$ cat src/rtl/timer_device_if.sv
// CPU data-bus port of the memory-mapped down-counter timer.
// The CPU/bridge side drives address, write enable and data; the timer answers with read data and its interrupt request.
interface timer_device_if #(
    parameter int WIDTH = 32
);
    logic [1:0]       addr;
    logic             we;
    logic [WIDTH-1:0] wd;
    logic [WIDTH-1:0] rd;
    logic             irq;

    modport master (output addr, output we, output wd, input rd, input irq);
    modport slave  (input addr, input we, input wd, output rd, output irq);
endinterface

$ cat src/rtl/timer_device.sv
// Programmable down-counter timer with one-shot and auto-reload modes.
// A CPU write to CTRL clears irq_flag.
module timer_device #(
    parameter int WIDTH = 32
) (
    input  logic          clk,
    input  logic          reset,
    timer_device_if.slave bus
);
    typedef enum logic [1:0] {
        IDLE = 2'd0,
        LOAD = 2'd1,
        CNT  = 2'd2,
        INT  = 2'd3
    } state_t;

    localparam logic [1:0] ADDR_CTRL   = 2'd0;
    localparam logic [1:0] ADDR_PRESET = 2'd1;
    localparam logic [1:0] ADDR_COUNT  = 2'd2;

    state_t           state_reg;
    logic [3:0]       ctrl_reg;
    logic [WIDTH-1:0] preset_reg;
    logic [WIDTH-1:0] count_reg;
    logic             irq_flag_reg;

    logic enable;
    logic auto_reload;

    assign enable      = ctrl_reg[0];
    assign auto_reload = (ctrl_reg[2:1] == 2'b01);

    // CPU writes come after the FSM updates, so a write to CTRL wins on the same edge.
    always_ff @(posedge clk) begin
        if (reset) begin
            state_reg    <= IDLE;
            ctrl_reg     <= 4'd0;
            preset_reg   <= '0;
            count_reg    <= '0;
            irq_flag_reg <= 1'b0;
        end else begin
            case (state_reg)
                IDLE: begin
                    if (enable) begin
                        state_reg <= LOAD;
                    end
                end
                LOAD: begin
                    count_reg <= preset_reg;
                    state_reg <= CNT;
                end
                CNT: begin
                    if (!enable) begin
                        state_reg <= IDLE;
                    end else if (count_reg > WIDTH'(1)) begin
                        count_reg <= count_reg - WIDTH'(1);
                    end else begin
                        count_reg    <= '0;
                        irq_flag_reg <= 1'b1;
                        state_reg    <= INT;
                    end
                end
                INT: begin
                    if (auto_reload) begin
                        irq_flag_reg <= 1'b0;
                        state_reg    <= LOAD;
                    end else begin
                        ctrl_reg[0] <= 1'b0;
                        state_reg   <= IDLE;
                    end
                end
                default: state_reg <= IDLE;
            endcase

            if (bus.we) begin
                case (bus.addr)
                    ADDR_CTRL: begin
                        ctrl_reg     <= bus.wd[3:0];
                        irq_flag_reg <= 1'b0;
                    end
                    ADDR_PRESET: preset_reg <= bus.wd;
                    default: ;
                endcase
            end
        end
    end

    always_comb begin
        bus.rd = '0;
        case (bus.addr)
            ADDR_CTRL:   bus.rd = {{(WIDTH - 4){1'b0}}, ctrl_reg};
            ADDR_PRESET: bus.rd = preset_reg;
            ADDR_COUNT:  bus.rd = count_reg;
            default:     bus.rd = '0;
        endcase
    end

    assign bus.irq = ctrl_reg[3] & irq_flag_reg;
endmodule

$ cat src/flat_wrapper.sv
// flat-port wrapper written by rule: the top's interface ports become plain ports
module timer_device_flat 
#(
    parameter int WIDTH = 32
)
  (clk, reset, bus_addr, bus_we, bus_wd, bus_rd, bus_irq);
  timer_device_if #(.WIDTH(WIDTH)) bus_i ();
  input  logic clk;
  input  logic reset;
  input wire logic [$bits(bus_i.addr)-1:0] bus_addr;
  input wire logic [$bits(bus_i.we)-1:0] bus_we;
  input wire logic [$bits(bus_i.wd)-1:0] bus_wd;
  output wire logic [$bits(bus_i.rd)-1:0] bus_rd;
  output wire logic [$bits(bus_i.irq)-1:0] bus_irq;
  assign bus_i.addr = bus_addr;
  assign bus_i.we = bus_we;
  assign bus_i.wd = bus_wd;
  assign bus_rd = bus_i.rd;
  assign bus_irq = bus_i.irq;
  timer_device #(.WIDTH(WIDTH)) u_core (.clk(clk), .reset(reset), .bus(bus_i));
endmodule
$ cat config.mk
export PLATFORM = sky130hd
export DESIGN_NAME = timer_device_flat
export DESIGN_NICKNAME = d
export VERILOG_FILES = /design/src/rtl/timer_device_if.sv /design/src/rtl/timer_device.sv /design/src/flat_wrapper.sv
export SDC_FILE = /design/constraint.sdc
export NUM_CORES = 1
export LEC_CHECK = 0
export CAP_MARGIN = 10
export CORE_MARGIN = 4
export CORE_UTILIZATION = 35
export CTS_BUF_LIST = sky130_fd_sc_hd__clkbuf_8
export CTS_CLUSTER_SIZE = 40
export DETAILED_ROUTE_END_ITERATION = 10
export GPL_TIMING_DRIVEN = 0
export SETUP_SLACK_MARGIN = 0.1
export SYNTH_ARGS = -nofsm -noshare
export SYNTH_HDL_FRONTEND = slang
export SYNTH_SLANG_ARGS = --single-unit
$ cat constraint.sdc
create_clock -name clk -period 7.4 [get_ports clk]
set_clock_uncertainty 0.1 [all_clocks]
set_input_delay 1.48 -clock clk [delete_from_list [all_inputs] [get_ports clk]]
set_output_delay 1.48 -clock clk [all_outputs]
set_load 0.05 [all_outputs]
==> run_summary.xml <==
<?xml version="1.0" encoding="UTF-8"?>
<metrics>
  <group name="die">
    <metric name="design.core.area" unit="um2">10840</metric>
    <metric name="dieHeight" unit="um">113.3</metric>
    <metric name="start_util" unit="%">35.80</metric>
    <metric name="io_pins" unit="">70</metric>
    <metric name="floorplan.die_area" unit="um2">12840</metric>
    <metric name="chipWidth" unit="um">113.3</metric>
    <metric name="num_rows" unit="">38</metric>
  </group>
  <group name="sta">
    <metric name="clock.fmax" unit="MHz">164.5</metric>
    <metric name="layout_worst_path_cycle_share" unit="%">82.15</metric>
    <metric name="unrepaired_setup_endpoints_after_global_routing" unit="">no</metric>
    <metric name="timing.final.setup_violations" unit="">0</metric>
    <metric name="worst_slew_pin_tran" unit="ps">1062</metric>
    <metric name="slew_violations" unit="">0</metric>
    <metric name="post-route-min-period" unit="ps">6079</metric>
    <metric name="fin_setup_tns" unit="ps">0</metric>
    <metric name="hold_viol" unit="">0</metric>
    <metric name="relSlewSlack" unit="%">28.55</metric>
    <metric name="finalHoldWorstSlack" unit="ps">376.7</metric>
  </group>
  <group name="place">
    <metric name="dp.final_hpwl" unit="um">9846</metric>
    <metric name="port-buffer-count" unit="">68</metric>
    <metric name="gp_congestion" unit="">0.9345</metric>
    <metric name="cell_area_after_placement" unit="um2">4737</metric>
  </group>
  <group name="synthesis">
    <metric name="synth_mux_area_share" unit="%">2.063</metric>
    <metric name="compound_gate_portion_of_the_synthesized_area" unit="%">28.11</metric>
    <metric name="synthesis.instances" unit="">527</metric>
    <metric name="synth-simple-area-share" unit="%">25.37</metric>
    <metric name="seq_area_frac_synth" unit="%">36.62</metric>
    <metric name="synthesis.nets" unit="">566</metric>
    <metric name="synth_fa_ha_area_share" unit="%">0.6447</metric>
    <metric name="syn-cell-area" unit="um2">3881</metric>
    <metric name="synth_warnings" unit="">0</metric>
    <metric name="ys_ff_latch" unit="">71</metric>
    <metric name="ys_dominant_reg_cell" unit="">dfxtp_1</metric>
    <metric name="synth-edff-count" unit="">0</metric>
    <metric name="asyncSetResetFlopFracSynth" unit="%">0</metric>
    <metric name="synth_xor_xnor_area_share" unit="%">0.9026</metric>
    <metric name="syn_area_per_cell" unit="um2">7.365</metric>
    <metric name="synth_top_family_by_area" unit="">compound AO/OA/AOI/OAI gates</metric>
    <metric name="ys_types" unit="">50</metric>
  </group>
  <group name="detailed_routing">
    <metric name="first_iter_violations" unit="">466</metric>
    <metric name="post_drt_wl_per_cell" unit="um">18.57</metric>
    <metric name="post-route-drc-count" unit="">0</metric>
    <metric name="ant_nets" unit="">0</metric>
    <metric name="routed_wirelength" unit="um">13930</metric>
    <metric name="detail_route.vias_per_cell" unit="">5.709</metric>
    <metric name="dr.pass1.iters" unit="">6</metric>
    <metric name="detailroute.via_count" unit="">4282</metric>
  </group>
  <group name="critical_path">
    <metric name="crit_family" unit="">buffers and inverters</metric>
    <metric name="worst_path_max_delay_cell" unit="">clkdlybuf4s50_1</metric>
    <metric name="end_kind" unit="">output pin</metric>
    <metric name="worst-path-max-fanout" unit="">10</metric>
    <metric name="timing.critical_path.required" unit="ps">5820</metric>
    <metric name="critical_path_most_common_cell" unit="">clkdlybuf4s50_1</metric>
    <metric name="crit_buf_inv" unit="">4</metric>
    <metric name="longest_individual_stage_delay_on_the_worst_path" unit="ps">810</metric>
    <metric name="critical_path.startpoint_type" unit="">input port</metric>
    <metric name="setup.worst_path.class" unit="">input port to output pin</metric>
    <metric name="worst-endpoint-arrival" unit="ps">4500</metric>
    <metric name="worstPathCellList" unit="">clkdlybuf4s50_1, nor2b_1, clkbuf_1, buf_1, a22o_1, clkdlybuf4s50_1</metric>
  </group>
  <group name="pwr">
    <metric name="pwr-share-comb" unit="%">19.8</metric>
    <metric name="p_int" unit="uW">580.9</metric>
    <metric name="p_seq_share" unit="%">47.4</metric>
    <metric name="clock_network_power_share" unit="%">32.8</metric>
    <metric name="power.leakage" unit="uW">0.001701</metric>
    <metric name="p_sw_share" unit="%">31.81</metric>
    <metric name="netSwitchingPower" unit="uW">271.0</metric>
    <metric name="worst_ir_drop_on_vdd" unit="mV">0.1086</metric>
    <metric name="pwrdens" unit="nW/um2">173.8</metric>
  </group>
  <group name="cts">
    <metric name="clock_tree_from_tritoncts" unit="">yes</metric>
    <metric name="clkSlewWorstSetupHoldPaths" unit="ps">70</metric>
    <metric name="cts_hold_repair.buffers" unit="">0</metric>
    <metric name="cts_inserted_buffers" unit="">9</metric>
    <metric name="cts_htree_levels" unit="">3</metric>
    <metric name="clock_sink_count" unit="">71</metric>
    <metric name="cts_resized" unit="">0</metric>
    <metric name="cts_setup_buffers" unit="">0</metric>
    <metric name="clock_tree.root_cell" unit="">clkbuf_8</metric>
    <metric name="clkLatencyLatePin" unit="ps">370</metric>
    <metric name="cts-root-to-sink-buffers" unit="">2</metric>
  </group>
  <group name="status">
    <metric name="run_status" unit="">finished, final reports clean</metric>
  </group>
  <group name="final_layout">
    <metric name="flow.area_growth_from_synthesis" unit="%">26.27</metric>
    <metric name="fillers" unit="">1150</metric>
    <metric name="post-route-cell-area" unit="um2">4901</metric>
    <metric name="diodes" unit="">0</metric>
    <metric name="post_route_cells_drive_above_1_share" unit="%">4.590</metric>
    <metric name="design.final.nets" unit="">645</metric>
  </group>
  <group name="global_route">
    <metric name="groute.usage.overall" unit="%">22.13</metric>
    <metric name="grt_antenna_before_repair" unit="">0</metric>
    <metric name="grt_start_max_net_pins" unit="">12</metric>
    <metric name="first_global_vias" unit="">4017</metric>
    <metric name="grt_first_pass_wirelength" unit="um">21900</metric>
    <metric name="grt.overflow.total" unit="">0</metric>
  </group>
  <group name="run">
    <metric name="count_of_max_cap_constraint_violations" unit="">0</metric>
  </group>
  <group name="worst_hold_path">
    <metric name="worst_hold_path_type" unit="">flip-flop to flip-flop</metric>
  </group>
</metrics>
## layout make-up
class | instances | area (um2) | area share, %
buffer | 38 | 183.9 | 3.753
clock buffer | 10 | 137.6 | 2.808
clock inverter | 5 | 26.28 | 0.5361
inverter | 16 | 60.06 | 1.225
multi-input combinational | 402 | 2216 | 45.21
sequential | 71 | 1421 | 29.00
tap | 140 | 175.2 | 3.574
timing repair buffer | 68 | 680.7 | 13.89
## worst min-delay path, cell delays in order, from the launching register on
cell and delay, ps:
dfxtp_1 330, nand2_1 60, a21oi_1 50
## final timing paths
check                                    start                                end  slack, ps  cells past startpoint
min reg2reg  u_core.preset_reg[7]$_SDFFE_PP0P_  u_core.preset_reg[7]$_SDFFE_PP0P_        380                      2
max reg2reg   u_core.count_reg[2]$_SDFFE_PP0P_   u_core.count_reg[2]$_SDFFE_PP0P_       4390                      7
min          u_core.preset_reg[7]$_SDFFE_PP0P_  u_core.preset_reg[7]$_SDFFE_PP0P_        380                      2
max                                bus_addr[1]                         bus_rd[28]       1320                      6
## cell usage after synthesis, drive strengths merged, types with 2 or more instances
cell	n	share of area, %
nand2b	2	0.32
inv	16	1.5
o22ai	2	0.32
buf	9	1.9
nor4	13	2.5
or3	3	0.61
xor2	3	0.68
nor2	39	3.8
nand2	103	10
ha	2	0.64
nand3	14	2.1
dfxtp	71	37
nand4	5	0.81
nor3	22	2.8
o21ai	43	5.5
clkbuf	29	2.8
a221oi	3	0.68
a211oi	18	3.5
o31ai	3	0.58
mux2i	8	2.1
and2	2	0.32
a22o	28	6.3
nor2b	4	0.64
or4	3	0.61
or2	3	0.48
o31a	2	0.48
a21oi	62	8.0
## cell families (layout without fill, tap and decap cells)
family,after synthesis,count (layout)
buf+inv,54,137
flops,71,71
mux,8,8
xor+xnor,4,4
fa+ha+maj,2,2
simple gates,215,215
compound gates,173,173
## cell usage in the layout (no fill, tap or decap), types with 2 or more instances in the layout
| cell | synthesis | layout |
|---|---|---|
| a211oi_1 | 18 | 18 |
| a21oi_1 | 62 | 62 |
| a221oi_1 | 3 | 3 |
| a22o_1 | 28 | 28 |
| and2_1 | 2 | 2 |
| buf_1 | 3 | 3 |
| buf_4 | 2 | 2 |
| buf_6 | 3 | 3 |
| clkbuf_1 | 29 | 29 |
| clkbuf_8 | 0 | 10 |
| clkdlybuf4s50_1 | 0 | 68 |
| clkinv_2 | 0 | 3 |
| dfxtp_1 | 71 | 71 |
| ha_1 | 2 | 2 |
| inv_1 | 16 | 17 |
| mux2i_1 | 8 | 8 |
| nand2_1 | 103 | 103 |
| nand2b_1 | 2 | 2 |
| nand3_1 | 13 | 13 |
| nand4_1 | 5 | 5 |
| nor2_1 | 39 | 39 |
| nor2b_1 | 4 | 4 |
| nor3_1 | 22 | 22 |
| nor4_1 | 12 | 12 |
| o21ai_0 | 43 | 43 |
| o22ai_1 | 2 | 2 |
| o31ai_1 | 3 | 3 |
| or2_2 | 3 | 3 |
| or3_1 | 2 | 2 |
| or4_1 | 2 | 2 |
| xor2_1 | 3 | 3 |
## power by group through the flow
stage / Sequential [uW] / Combinational [uW] / Clock (uW)
final: 404 / 168 / 279
after global routing: 405 / 182 / 298
after detailed placement: 412 / 165 / 0
after CTS: 404 / 166 / 282
after global placement: 412 / 164 / 0
after floorplan: 409 / 105 / 0
## stage by stage
stage	power (uW)	setup WS, ps	instances	util [%]
floorplan	513.3	2789	527	-
global placement	575.6	1356	735	43.70
detailed placement	577.4	1320	735	43.70
CTS	851.3	1316	750	45.21
global route	886.0	1208	750	45.21
finish	851.9	1321	750	45.21
## per-layer routing
layer | vias up | track usage [%] | share of wire [%]
met5 | - | 0 | 0
met4 | 0 | 10.66 | 3.2
met3 | 37 | 5.187 | 7.0
met2 | 187 | 33.02 | 44
met1 | 2006 | 30.04 | 45
li1 | 2052 | - | -
(Power assumes the default switching activity.)
